## config.mk

```make
export PLATFORM = sky130hd
export DESIGN_NAME = hba_cmd_master
export DESIGN_NICKNAME = d
export VERILOG_FILES = /design/src/rtl/hba_pkg.sv /design/src/rtl/hba_timeout_ctr.sv /design/src/rtl/hba_cmd_master.sv
export SDC_FILE = /design/constraint.sdc
export NUM_CORES = 1
export LEC_CHECK = 0
export BUFFER_PORTS_ARGS = -buffer_cell sky130_fd_sc_hd__buf_2
export CAP_MARGIN = 20
export CELL_PAD_IN_SITES_DETAIL_PLACEMENT = 0
export CELL_PAD_IN_SITES_GLOBAL_PLACEMENT = 1
export CORE_MARGIN = 5
export CORE_UTILIZATION = 37
export DETAILED_ROUTE_END_ITERATION = 16
export HOLD_SLACK_MARGIN = 0.03
export PLACE_DENSITY = 0.79
export SLEW_MARGIN = 15
export SYNTH_ARGS = -nofsm -noshare
export SYNTH_HDL_FRONTEND = slang
export SYNTH_SLANG_ARGS = --single-unit
```

## constraint.sdc

```tcl
create_clock -name hba_clk -period 2.1 [get_ports hba_clk]
set_input_delay 0.315 -clock hba_clk [delete_from_list [all_inputs] [get_ports hba_clk]]
set_output_delay 0.315 -clock hba_clk [all_outputs]
set_load 0.005 [all_outputs]
```

## src/rtl/hba_pkg.sv

```systemverilog
// Shared definitions for the HBA command master: FSM encoding, default widths
// and the register-field address increment.
package hba_pkg;

   localparam int HBA_DBUS_WIDTH        = 8;
   localparam int HBA_PERIPH_ADDR_WIDTH = 4;
   localparam int HBA_REG_ADDR_WIDTH    = 8;
   localparam int HBA_TIMEOUT_CYCLES    = 64;
   localparam int HBA_BEATS_WIDTH       = 5;   // holds 1..16 beats

   typedef enum logic [2:0] {
      ST_IDLE  = 3'd0,
      ST_WDATA = 3'd1,
      ST_XFER  = 3'd2,
      ST_GAP   = 3'd3,
      ST_RSP   = 3'd4,
      ST_DRAIN = 3'd5
   } hba_state_e;

   // Increment only the low reg_w bits; the peripheral field above is untouched.
   function automatic logic [31:0] hba_addr_inc(input logic [31:0] addr, input int reg_w);
      logic [31:0] mask;
      mask = (32'd1 << reg_w) - 32'd1;
      return (addr & ~mask) | ((addr + 32'd1) & mask);
   endfunction

endpackage

```

## src/rtl/hba_timeout_ctr.sv

```systemverilog
// Clear/enable cycle counter that stops at TERMINAL-1 and flags it, so the
// owner sees tc high during the TERMINAL-th enabled cycle.
module hba_timeout_ctr #(
   parameter int TERMINAL = 64
) (
   input  logic hba_clk,
   input  logic hba_reset,
   input  logic clr,
   input  logic en,
   output logic tc
);

   localparam int CW = (TERMINAL > 1) ? $clog2(TERMINAL) : 1;

   logic [CW-1:0] cnt;

   assign tc = (cnt == CW'(TERMINAL - 1));

   always_ff @(posedge hba_clk) begin
      if (hba_reset || clr)
         cnt <= '0;
      else if (en && !tc)
         cnt <= cnt + CW'(1);
   end

endmodule

```

## src/rtl/hba_cmd_master.sv

```systemverilog
// HBA bus initiator: turns upstream register-access commands into HBA
// read/write transfers, with bursts, auto-increment and an ack timeout.
module hba_cmd_master
   import hba_pkg::*;
#(
   parameter int DBUS_WIDTH        = HBA_DBUS_WIDTH,
   parameter int PERIPH_ADDR_WIDTH = HBA_PERIPH_ADDR_WIDTH,
   parameter int REG_ADDR_WIDTH    = HBA_REG_ADDR_WIDTH,
   parameter int ADDR_WIDTH        = PERIPH_ADDR_WIDTH + REG_ADDR_WIDTH,
   parameter int TIMEOUT_CYCLES    = HBA_TIMEOUT_CYCLES
) (
   input  logic                  hba_clk,
   input  logic                  hba_reset,
   input  logic                  cmd_valid,
   output logic                  cmd_ready,
   input  logic                  cmd_rnw,
   input  logic [ADDR_WIDTH-1:0] cmd_addr,
   input  logic [3:0]            cmd_count,
   input  logic                  wdata_valid,
   output logic                  wdata_ready,
   input  logic [DBUS_WIDTH-1:0] wdata,
   output logic                  rsp_valid,
   input  logic                  rsp_ready,
   output logic [DBUS_WIDTH-1:0] rsp_data,
   output logic                  rsp_err,
   output logic                  hba_select,
   output logic                  hba_rnw,
   output logic [ADDR_WIDTH-1:0] hba_abus,
   output logic [DBUS_WIDTH-1:0] hba_dbus,
   input  logic                  hba_xferack,
   input  logic [DBUS_WIDTH-1:0] hba_dbus_slave
);

   hba_state_e                 state, state_n;
   logic [HBA_BEATS_WIDTH-1:0] beats;
   logic                       cmd_acc, wd_acc, rsp_acc;
   logic                       ack_hit, tmo_hit, tc, ctr_clr, ctr_en;
   logic                       more_beats;
   logic [ADDR_WIDTH-1:0]      abus_inc;

   assign cmd_acc    = cmd_valid & cmd_ready;
   assign wd_acc     = wdata_valid & wdata_ready;
   assign rsp_acc    = rsp_valid & rsp_ready;
   assign ack_hit    = (state == ST_XFER) & hba_xferack;
   // ack wins when it lands on the terminal cycle
   assign tmo_hit    = (state == ST_XFER) & ~hba_xferack & tc;
   assign more_beats = (beats != '0);
   assign abus_inc   = ADDR_WIDTH'(hba_addr_inc(32'(hba_abus), REG_ADDR_WIDTH));

   assign ctr_clr = (state_n == ST_XFER) && (state != ST_XFER);
   assign ctr_en  = (state == ST_XFER);

   hba_timeout_ctr #(
      .TERMINAL (TIMEOUT_CYCLES)
   ) u_tmo (
      .hba_clk   (hba_clk),
      .hba_reset (hba_reset),
      .clr       (ctr_clr),
      .en        (ctr_en),
      .tc        (tc)
   );

   always_comb begin
      state_n = state;
      case (state)
         ST_IDLE:
            if (cmd_acc) state_n = cmd_rnw ? ST_XFER : ST_WDATA;
         ST_WDATA:
            if (wd_acc) state_n = ST_XFER;
         ST_XFER:
            if (ack_hit)      state_n = ST_GAP;
            else if (tmo_hit) state_n = ST_RSP;
         ST_GAP:
            if (hba_rnw || !more_beats) state_n = ST_RSP;
            else                        state_n = ST_WDATA;
         ST_RSP:
            if (rsp_acc) begin
               if (rsp_err)
                  state_n = (!hba_rnw && more_beats) ? ST_DRAIN : ST_IDLE;
               else if (hba_rnw && more_beats)
                  state_n = ST_XFER;
               else
                  state_n = ST_IDLE;
            end
         ST_DRAIN:
            if (!more_beats || (wd_acc && beats == HBA_BEATS_WIDTH'(1))) state_n = ST_IDLE;
         default:
            state_n = ST_IDLE;
      endcase
   end

   // Handshake and bus outputs are registered copies of the next-state decode.
   always_ff @(posedge hba_clk) begin
      if (hba_reset) begin
         state       <= ST_IDLE;
         beats       <= '0;
         cmd_ready   <= 1'b0;
         wdata_ready <= 1'b0;
         rsp_valid   <= 1'b0;
         rsp_data    <= '0;
         rsp_err     <= 1'b0;
         hba_select  <= 1'b0;
         hba_rnw     <= 1'b0;
         hba_abus    <= '0;
         hba_dbus    <= '0;
      end else begin
         state       <= state_n;
         cmd_ready   <= (state_n == ST_IDLE);
         wdata_ready <= (state_n == ST_WDATA) || (state_n == ST_DRAIN);
         rsp_valid   <= (state_n == ST_RSP);
         hba_select  <= (state_n == ST_XFER);
         case (state)
            ST_IDLE:
               if (cmd_acc) begin
                  hba_rnw  <= cmd_rnw;
                  hba_abus <= cmd_addr;
                  beats    <= {1'b0, cmd_count} + HBA_BEATS_WIDTH'(1);
               end
            ST_WDATA:
               if (wd_acc) hba_dbus <= wdata;
            ST_XFER:
               if (ack_hit) begin
                  beats    <= beats - HBA_BEATS_WIDTH'(1);
                  rsp_data <= hba_rnw ? hba_dbus_slave : '0;
                  rsp_err  <= 1'b0;
               end else if (tmo_hit) begin
                  // the failed beat counts as spent; DRAIN only eats what is left
                  beats    <= beats - HBA_BEATS_WIDTH'(1);
                  rsp_data <= '0;
                  rsp_err  <= 1'b1;
               end
            ST_GAP:
               if (!hba_rnw && more_beats) hba_abus <= abus_inc;
            ST_RSP:
               if (rsp_acc && !rsp_err && hba_rnw && more_beats) hba_abus <= abus_inc;
            ST_DRAIN:
               if (wd_acc) beats <= beats - HBA_BEATS_WIDTH'(1);
            default: ;
         endcase
      end
   end

endmodule

```

Yosys cells after proc, flatten, opt, wreduce, memory -nomap -nowiden
Index checks and enable logic that the tools add are counted.
{"block": "word_totals", "register_bits": 48, "in_bits": 39, "word_cells": 94}
{"block": "op_classes", "addsub": 4, "n_eq_ne": 17, "mux": 26, "bitwise": 8, "n_reduce_logical": 27}
{"operator": "2-to-1 mux 12 bit", "n": 3}
{"operator": "case mux 12 bit (3 select lines)", "n": 1}
{"operator": "2-to-1 mux 3 bit", "n": 9}
{"operator": "2-to-1 mux 8 bit", "n": 3}
{"operator": "2-to-1 mux 5 bit", "n": 4}
{"operator": "case mux 3 bit (6 select lines)", "n": 1}
{"operator": "case mux 5 bit (3 select lines)", "n": 1}
{"operator": "== test 3 bit, second input constant", "n": 4}
{"operator": "bitwise OR 12 x 8 -> 12 bit", "n": 1}
{"operator": "== test 3 x 2 -> 1 bit, second input constant", "n": 3}
{"operator": "adder 8 x 1 -> 8 bit, second input constant", "n": 1}
{"operator": "logical AND 1 bit", "n": 8}
{"operator": "inequality test 2 bit, second input constant", "n": 4}
{"operator": "AND reduction 4 bit", "n": 2}
{"operator": "adder 6 x 1 -> 6 bit, second input constant", "n": 1}
{"operator": "AND 1 bit", "n": 6}
{"operator": "== test 3 x 1 -> 1 bit, second input constant", "n": 2}
{"operator": "== test 6 bit, second input constant", "n": 1}
{"operator": "zero test 3 bit", "n": 2}
{"operator": "AND reduction 2 bit", "n": 3}
{"operator": "nonzero test 3 bit", "n": 2}
{"operator": "adder 4 x 1 -> 5 bit, second input constant", "n": 1}
{"operator": "== test 5 x 1 -> 1 bit, second input constant", "n": 1}
{"operator": "nonzero test 5 bit", "n": 1}
{"operator": "other kinds (9)", "n": 17}

Logic depth before layout (Yosys ltp)
Gate-level depths: netlist (run 1).
{"block": "depth", "ltp_word": 9, "depth_mapped": 9, "depth_no_buf": 7}

Modules after synthesis
From an unflattened synthesis (run 1), not the netlist that was laid out.
{"block": "hier_totals", "cells_unflattened": 277, "hier_area_um2": 2411.1}
{"module": "hba_cmd_master", "instances": 1, "cells_per_inst": 245, "area_each_um2": 2112.0, "seq_area_each_um2": 840.8}
{"module": "hba_timeout_ctr", "instances": 1, "cells_per_inst": 32, "area_each_um2": 299.0, "seq_area_each_um2": 120.1}

Worst setup path after synthesis (run 1)
OpenSTA, ideal clock, no wires.
{"block": "synth_timing", "path_type": "flip-flop to flip-flop", "start": "register state[1]", "end": "register cmd_ready", "setup_time_ps": 117, "arrival_time_ps": 1727, "setup_slack_ps": 256, "path_stages_with_launch": 6, "n_path_buf": 1, "path_cell_list": "dfxtp_1 buf_6 nor4_2 a211oi_2 nand2b_1 and4b_1"}
{"block": "synth_via", "elab_chain_cells": 7, "elab_cells_between_ends": 17, "classes_between": "5 x eq/ne; 7 x mux; 3 x bitwise; 2 x reduce/logical"}
{"item": "from (decl)", "line": "hba_cmd_master.sv:34", "source": "hba_state_e state, state_n;"}
{"item": "from (signal assigned)", "line": "hba_cmd_master.sv:107", "source": "state <= state_n;"}
{"item": "== test 3 x 2 -> 1 bit", "line": "hba_cmd_master.sv:44, hba_cmd_master.sv:46, hba_cmd_master.sv:65"}
{"item": "AND 1 bit (2 in series)", "line": "hba_cmd_master.sv:46", "source": "assign tmo_hit = (state == ST_XFER) & ~hba_xferack & tc;"}
{"item": "2-to-1 mux 3 bit", "line": "hba_cmd_master.sv:72", "source": "else if (tmo_hit) state_n = ST_RSP;"}
{"item": "2-to-1 mux 3 bit", "line": "hba_cmd_master.sv:71", "source": "if (ack_hit) state_n = ST_GAP;"}
{"item": "case mux 3 bit (6 select lines) *", "line": "hba_cmd_master.sv:65", "source": "case (state)"}
{"item": "zero test 3 bit *", "line": "hba_cmd_master.sv:108", "source": "cmd_ready <= (state_n == ST_IDLE);"}
{"item": "to (signal assigned)", "line": "hba_cmd_master.sv:108"}
{"item": "to (decl)", "line": "hba_cmd_master.sv:15", "source": "output logic cmd_ready,"}
Mark *: on every way between the ends. The rest lies on a longest branch, timed or not.
A chain may end at the register's enable or synchronous reset.

Worst setup path in the final report (run 1)
{"block": "layout_timing", "start": "register state[1]", "end": "register hba_abus[3]"}
{"block": "layout_via", "elab_chain_cells": 3, "elab_cells_between_ends": 9, "classes_between": "5 x eq/ne; 1 x mux; 3 x reduce/logical"}
{"item": "== test 3 bit (tied with other cells)", "line": "hba_cmd_master.sv:112", "source": "case (state)"}
{"item": "inequality test 2 bit (no source line) or nonzero test 3 bit (tied branches)"}
{"item": "AND reduction 4 bit (no source line)"}
{"item": "to (signal assigned)", "line": "hba_cmd_master.sv:116", "source": "hba_abus <= cmd_addr;"}
{"item": "to (signal assigned)", "line": "hba_cmd_master.sv:133", "source": "if (!hba_rnw && more_beats) hba_abus <= abus_inc;"}
{"item": "to (signal assigned)", "line": "hba_cmd_master.sv:135", "source": "if (rsp_acc && !rsp_err && hba_rnw && more_beats) hba_abus <= abus_inc;"}
{"item": "to (decl)", "line": "hba_cmd_master.sv:28", "source": "output logic [ADDR_WIDTH-1:0] hba_abus,"}
Several ways; a longest one is shown, not always the timed one.

==> impl_metrics.json, run 1 <==
{
  "worstRegToRegCells": 6,
  "clk_pin_slew_ns": 0.09,
  "synth-warning-count": 0,
  "vias": 2232,
  "power.internal_uw": 1430,
  "p_clk_share_pct": 29.2,
  "irDropWorstVdd_v": 0.000332,
  "start_util_pct": 37.8,
  "fin_ws_ns": 0.156,
  "die_w_um": 90.3,
  "detail_route.iter0.violations": 190,
  "leakage_uw": 0.00128,
  "die_y_um": 90.3,
  "postSynthCellCount": 270,
  "cts_root_buf": "clkbuf_8",
  "die_area_um2": 8160,
  "post_drt_wl_per_cell_um": 13.6,
  "routed_wirelength_mm": 5.78,
  "ff2ff_setup_slack_ns": 0.16,
  "io_buffers": 72,
  "ant_nets": 0,
  "fin_crit_sh_pct": 92.6,
  "netlist_area_um2": 2390,
  "antenna_cells": 0,
  "place_area_um2": 2840,
  "insertion_delay_ns": 0.30,
  "hpwl_mm": 4.39,
  "drcViolationCount": 0,
  "finalNetCount": 392,
  "power_frac_comb_pct": 20.7,
  "final.min_clock_period_ns": 1.94,
  "p_sw_share_pct": 29.0,
  "required_ns": 2.34,
  "synth_ff_type": "dfxtp_1",
  "fin_area_um2": 2970,
  "finalSetupTns_ns": 0,
  "drive_gt1_share_pct": 31.3,
  "seq_power_share_pct": 50.1,
  "vias_per_cell": 5.25,
  "rsz0062_at_grt": "false",
  "cp-end-kind": "register",
  "powerDensity_nw_per_um2": 677,
  "cts_sinks": 48,
  "holdPathStages": 3,
  "crit_type": "register to register",
  "fmax_mhz": 514,
  "tightestPinTransition_ns": 0.593,
  "dp_worst_setup_slack_ns": -0.0833,
  "grt_first_pass_wirelength_mm": 9.64,
  "hold_viol_final": 0,
  "slew_violations": 0,
  "synth.distinct_cells": 51,
  "finClkSkew_ns": 0.00563,
  "async_reset_ff_share_pct": 0,
  "areaGrowthSynthToFinish_pct": 24.3,
  "postCtsHoldBufs": 0,
  "stdcell_count": 425,
  "htree_levels": 2,
  "dr.pass1.iters": 4,
  "synth_edf_count": 0,
  "status": "finished, final reports clean",
  "maxCapViolCount": 0,
  "hold_class": "input port to register",
  "dp_cells": 416,
  "core_um2": 6310,
  "avgSynthCellArea_um2": 8.84,
  "grt_overflow_total": 0,
  "setup_viol": 0,
  "cts_tree": "built",
  "slew_headroom_pct": 60.1,
  "synth_fp_nets": 315,
  "first_global_vias": 2154,
  "start_kind": "register",
  "io_pins": 73,
  "switchingPower_uw": 583,
  "grt_max_degree": 23,
  "ys_ff_latch": 48,
  "arrival_ns": 2.19,
  "crit_fanout": 17,
  "grt_use_total_pct": 13.8,
  "seq_area_frac_synth_pct": 40.3,
  "cts_buffer_depth": 2,
  "rows": 29,
  "antenna_found_initial": 0,
  "gp_congestion": 0.825,
  "p_total_uw": 2010,
  "cts_made_buffers": 5
}
[critical path: stages, from the launching register on]
cell and delay, ns:
dfxtp_1 0.39, or3b_1 0.47, buf_4 0.19, and2_4 0.20, or3_1 0.35, a21o_1 0.18
a21oi_1 0.11
[through the flow]
step | util (%) | hold slack (ns)
2_1_floorplan | - | 0.426
3_3_place_gp | 45.0 | 0.469
3_5_place_dp | 45.0 | 0.476
4_1_cts | 46.6 | 0.232
5_1_grt | 47.0 | 0.239
6_report | 47.0 | 0.243
[registers in the layout (all words and copies together), names as in the netlist, 3 cells and up]
| signal | count |
|---|---|
| hba_abus | 12 |
| beats | 5 |
| state | 3 |
| rsp_data | 8 |
| hba_dbus | 8 |
| u_tmo.cnt | 6 |
[what timing repair did]
item / 4_1_cts / 5_1_grt
pin swaps: 0 / 0
buffers inserted: 0 / 1
endpoints found under the setup margin: 6 / 11
gates resized for setup: 1 / 4
[final timing paths]
path / startpoint / end
hold / removal: cmd_addr[11] / hba_abus[11]
hold reg to reg: hba_dbus[2] / hba_dbus[2]
setup / recovery: state[1] / hba_abus[3]
setup reg to reg: state[1] / hba_abus[3]
[Yosys cell counts, types with 3 or more instances]
library cell	number	share of area (%)
buf_6	4	1.9
nor2_1	42	6.6
a21oi_1	17	3.6
clkbuf_1	6	0.94
xor2_1	4	1.5
ha_1	6	3.1
a211oi_1	3	0.94
buf_2	3	0.63
and2_1	3	0.79
nand2_1	15	2.4
nor2b_1	3	0.79
nand4_1	4	1.0
o21ai_0	16	3.4
nor3b_1	3	0.94
dfxtp_1	48	40
nand3b_1	6	1.9
a22oi_1	8	2.5
nand3_1	6	1.3
a21o_1	4	1.3
and3_1	7	1.8
mux2i_1	14	5.9
or3_1	3	0.79
inv_1	3	0.47
nor3_1	8	1.7
nor4_1	3	0.79
[logic make-up (layout without fill, tap and decap cells)]
kind of cell	Yosys count	after routing	share of synthesized area, %
muxes	14	14	5.87
AOI/OAI and AO/OA	66	66	18.8
xor gates and xnor gates	5	5	1.83
buffers and inverters	17	95	4.24
DFF	48	48	40.3
adders and majority gates	6	6	3.14
and+or+nand+nor	114	114	25.8
[power groups by stage]
stage,clock (µW),sequential (µW),combinational (µW)
6_report,587,1010,417
5_1_grt,646,1020,469
4_1_cts,615,1010,405
3_5_place_dp,0,1030,401
3_3_place_gp,0,1030,400
2_1_floorplan,0,1020,265
[cells in the final DEF, fill, tap and decap left out, types with 4 or more instances in the layout]
cell type / instances
nand3_1: 6
and3_1: 7
buf_2: 72
buf_4: 12
nor2_1: 42
clkbuf_8: 6
nand2_1: 15
nand3b_1: 6
a21oi_1: 17
o21ai_0: 16
ha_1: 6
dfxtp_1: 47
nor3_1: 6
xor2_1: 4
a21o_1: 4
a22oi_1: 8
nand4_1: 4
mux2i_1: 14
[per-layer routing]
metal / track usage [%] / share of wire, %
met1: 17.1 / 47
met5: 0 / 0
met2: 22.6 / 45
met4: 4.96 / 1.6
met3: 4.42 / 6.8
[layout make-up]
cell class              count  area [µm²]
fillers                   656        3350
clock buffers               6        82.6
clock inverters             2        13.8
flip-flops and latches     48         962
inverters                   3        11.3
well taps                  77        96.3
multi-input cells         205        1350
repair buffers             84         450
Note: power is estimated with default switching activity, not from simulation.
==> run 2, diff against run 1 <==
--- a/config.mk
+++ b/config.mk
@@ -14,6 +14,7 @@
 export DETAILED_ROUTE_END_ITERATION = 16
 export HOLD_SLACK_MARGIN = 0.03
 export PLACE_DENSITY = 0.79
+export SETUP_SLACK_MARGIN = 0.05
 export SLEW_MARGIN = 15
 export SYNTH_ARGS = -nofsm -noshare
 export SYNTH_HDL_FRONTEND = slang
==> constraint.sdc (replaced) <==
create_clock -name hba_clk -period 2.1 [get_ports hba_clk]
set_input_delay 0.21 -clock hba_clk [delete_from_list [all_inputs] [get_ports hba_clk]]
set_output_delay 0.21 -clock hba_clk [all_outputs]
set_load 0.005 [all_outputs]
==> run 2 against run 1 <==
Against the previous run:
- critical path depth is the same
- global-route usage grew 0.25 points
- die area is the same
- highest routed layer unchanged
==> impl_metrics.json, run 2 (synthesis gave the netlist of run 1 again) <==
{
  "die_w_um": 90.3,
  "p_total_uw": 2010,
  "post_drt_wl_per_cell_um": 13.8,
  "final_cell_mix": "72 x buf_2, 47 x dfxtp_1, 42 x nor2_1",
  "setup_viol": 0,
  "dr.pass1.iters": 4,
  "drive_gt1_share_pct": 31.9,
  "cts_root_buf": "clkbuf_8",
  "detail_route.iter0.violations": 114,
  "regMostFlops": "hba_abus",
  "insertion_delay_ns": 0.31,
  "cp.depth": 6,
  "gp_congestion": 0.866,
  "grt_max_degree": 23,
  "cts_buffer_depth": 2,
  "arrival_ns": 2.21,
  "irDropWorstVdd_v": 0.000359,
  "drcViolationCount": 0,
  "io_pins": 73,
  "post-route-util_pct": 47.5,
  "hold_viol_final": 0,
  "crit_type": "register to register",
  "rows": 29,
  "path_delay_family": "simple AND/OR/NAND/NOR gates",
  "dp_cells": 416,
  "die_y_um": 90.3,
  "hpwl_mm": 4.51,
  "maxCapViolCount": 0,
  "io_buffers": 72,
  "stdcell_count": 428,
  "fmax_mhz": 508,
  "largest_reg_flops": 12,
  "largestRegisters": "hba_abus: 12 flops, hba_dbus: 8 flops, rsp_data: 8 flops",
  "powerDensity_nw_per_um2": 670,
  "htree_levels": 2,
  "clk_pin_slew_ns": 0.10,
  "status": "finished, final reports clean",
  "crit_fanout": 17,
  "rsz0062_at_grt": "true",
  "finalNetCount": 395,
  "final.min_clock_period_ns": 1.97,
  "fin_crit_sh_pct": 93.8,
  "areaGrowthSynthToFinish_pct": 25.6,
  "first_global_vias": 2149,
  "start_util_pct": 37.8,
  "slew_violations": 0,
  "antenna_cells": 0,
  "required_ns": 2.34,
  "mostFrequentLayoutCell": "buf_2",
  "grt_overflow_total": 0,
  "hold_class": "input port to register",
  "vias_per_cell": 5.18,
  "die_area_um2": 8160,
  "vias": 2219,
  "ant_nets": 0,
  "crit_chain": "or3b_1 -> buf_4 -> and2_4 -> or3_1 -> a21o_1 -> a21oi_1",
  "slowest_stage": "or3b_1",
  "tightestPinTransition_ns": 0.633,
  "worstRegToRegCells": 6,
  "finClkSkew_ns": 0.00899,
  "routed_wirelength_mm": 5.92,
  "grt_use_total_pct": 14.1,
  "grt_first_pass_wirelength_mm": 9.67,
  "worst-path-buf-inv": 1,
  "cts_made_buffers": 5,
  "cts_sinks": 48,
  "holdPathStages": 3,
  "cp-end-kind": "register",
  "leakage_uw": 0.00130,
  "crit_path_max_incr_delay_ns": 0.49,
  "cts_tree": "built",
  "slew_headroom_pct": 57.5,
  "core_um2": 6310,
  "start_kind": "register",
  "antenna_found_initial": 0
}
-- run 2: final timing paths --
check	from	endpoint	slack [ns]
setup / recovery	state[1]	hba_abus[3]	0.13
hold reg to reg	hba_dbus[4]	hba_dbus[4]	0.50
setup reg to reg	state[1]	hba_abus[3]	0.13
hold / removal	cmd_addr[10]	hba_abus[10]	0.13
-- run 2: what timing repair did --
item	4_1_cts	5_1_grt
hold buffers	0	0
setup buffers	0	4
resized for setup	3	2
setup endpoints to repair	8	11
pin swaps	0	4
-- run 2: worst reg2reg max path: stages, from the launching register on --
cell and delay [ns]:
dfxtp_1 0.40, or3b_1 0.49, buf_4 0.19, and2_4 0.19
or3_1 0.35, a21o_1 0.18, a21oi_1 0.10
-- run 2: power breakdown --
group,switching (µW),internal [µW],total (µW)
logic,226,212,438
clock network,326,239,565
registers,48.7,958,1010
-- run 2: metal layers --
metal  routed length (µm)  global-route usage (%)  up-vias
met3                  411                    4.25        9
met1                 2610                    17.0     1009
met5                    0                       0        -
met2                 2810                    23.5       61
met4                   79                    5.33        0
li1                     -                       -     1140
-- run 2: through the flow --
step / TNS, ns / hold slack, ns / area, µm² / setup WS, ns
floorplan: 0 / 0.321 / 2390 / 0.256
global placement: -0.00911 / 0.444 / 2850 / -0.00911
detailed placement: -0.342 / 0.457 / 2850 / -0.0704
CTS: 0 / 0.129 / 2960 / 0.0920
global route: 0 / 0.132 / 3000 / 0.0360
finish: 0 / 0.131 / 3000 / 0.131
-- run 2: layout make-up --
cell class                 instances  area (µm²)
fill                             655        3320
multi-input combinational        205        1350
sequential                        48         962
timing repair buffer              87         485
tap                               77        96.3
clock buffer                       5        68.8
clock inverter                     3        22.5
inverter                           3        11.3
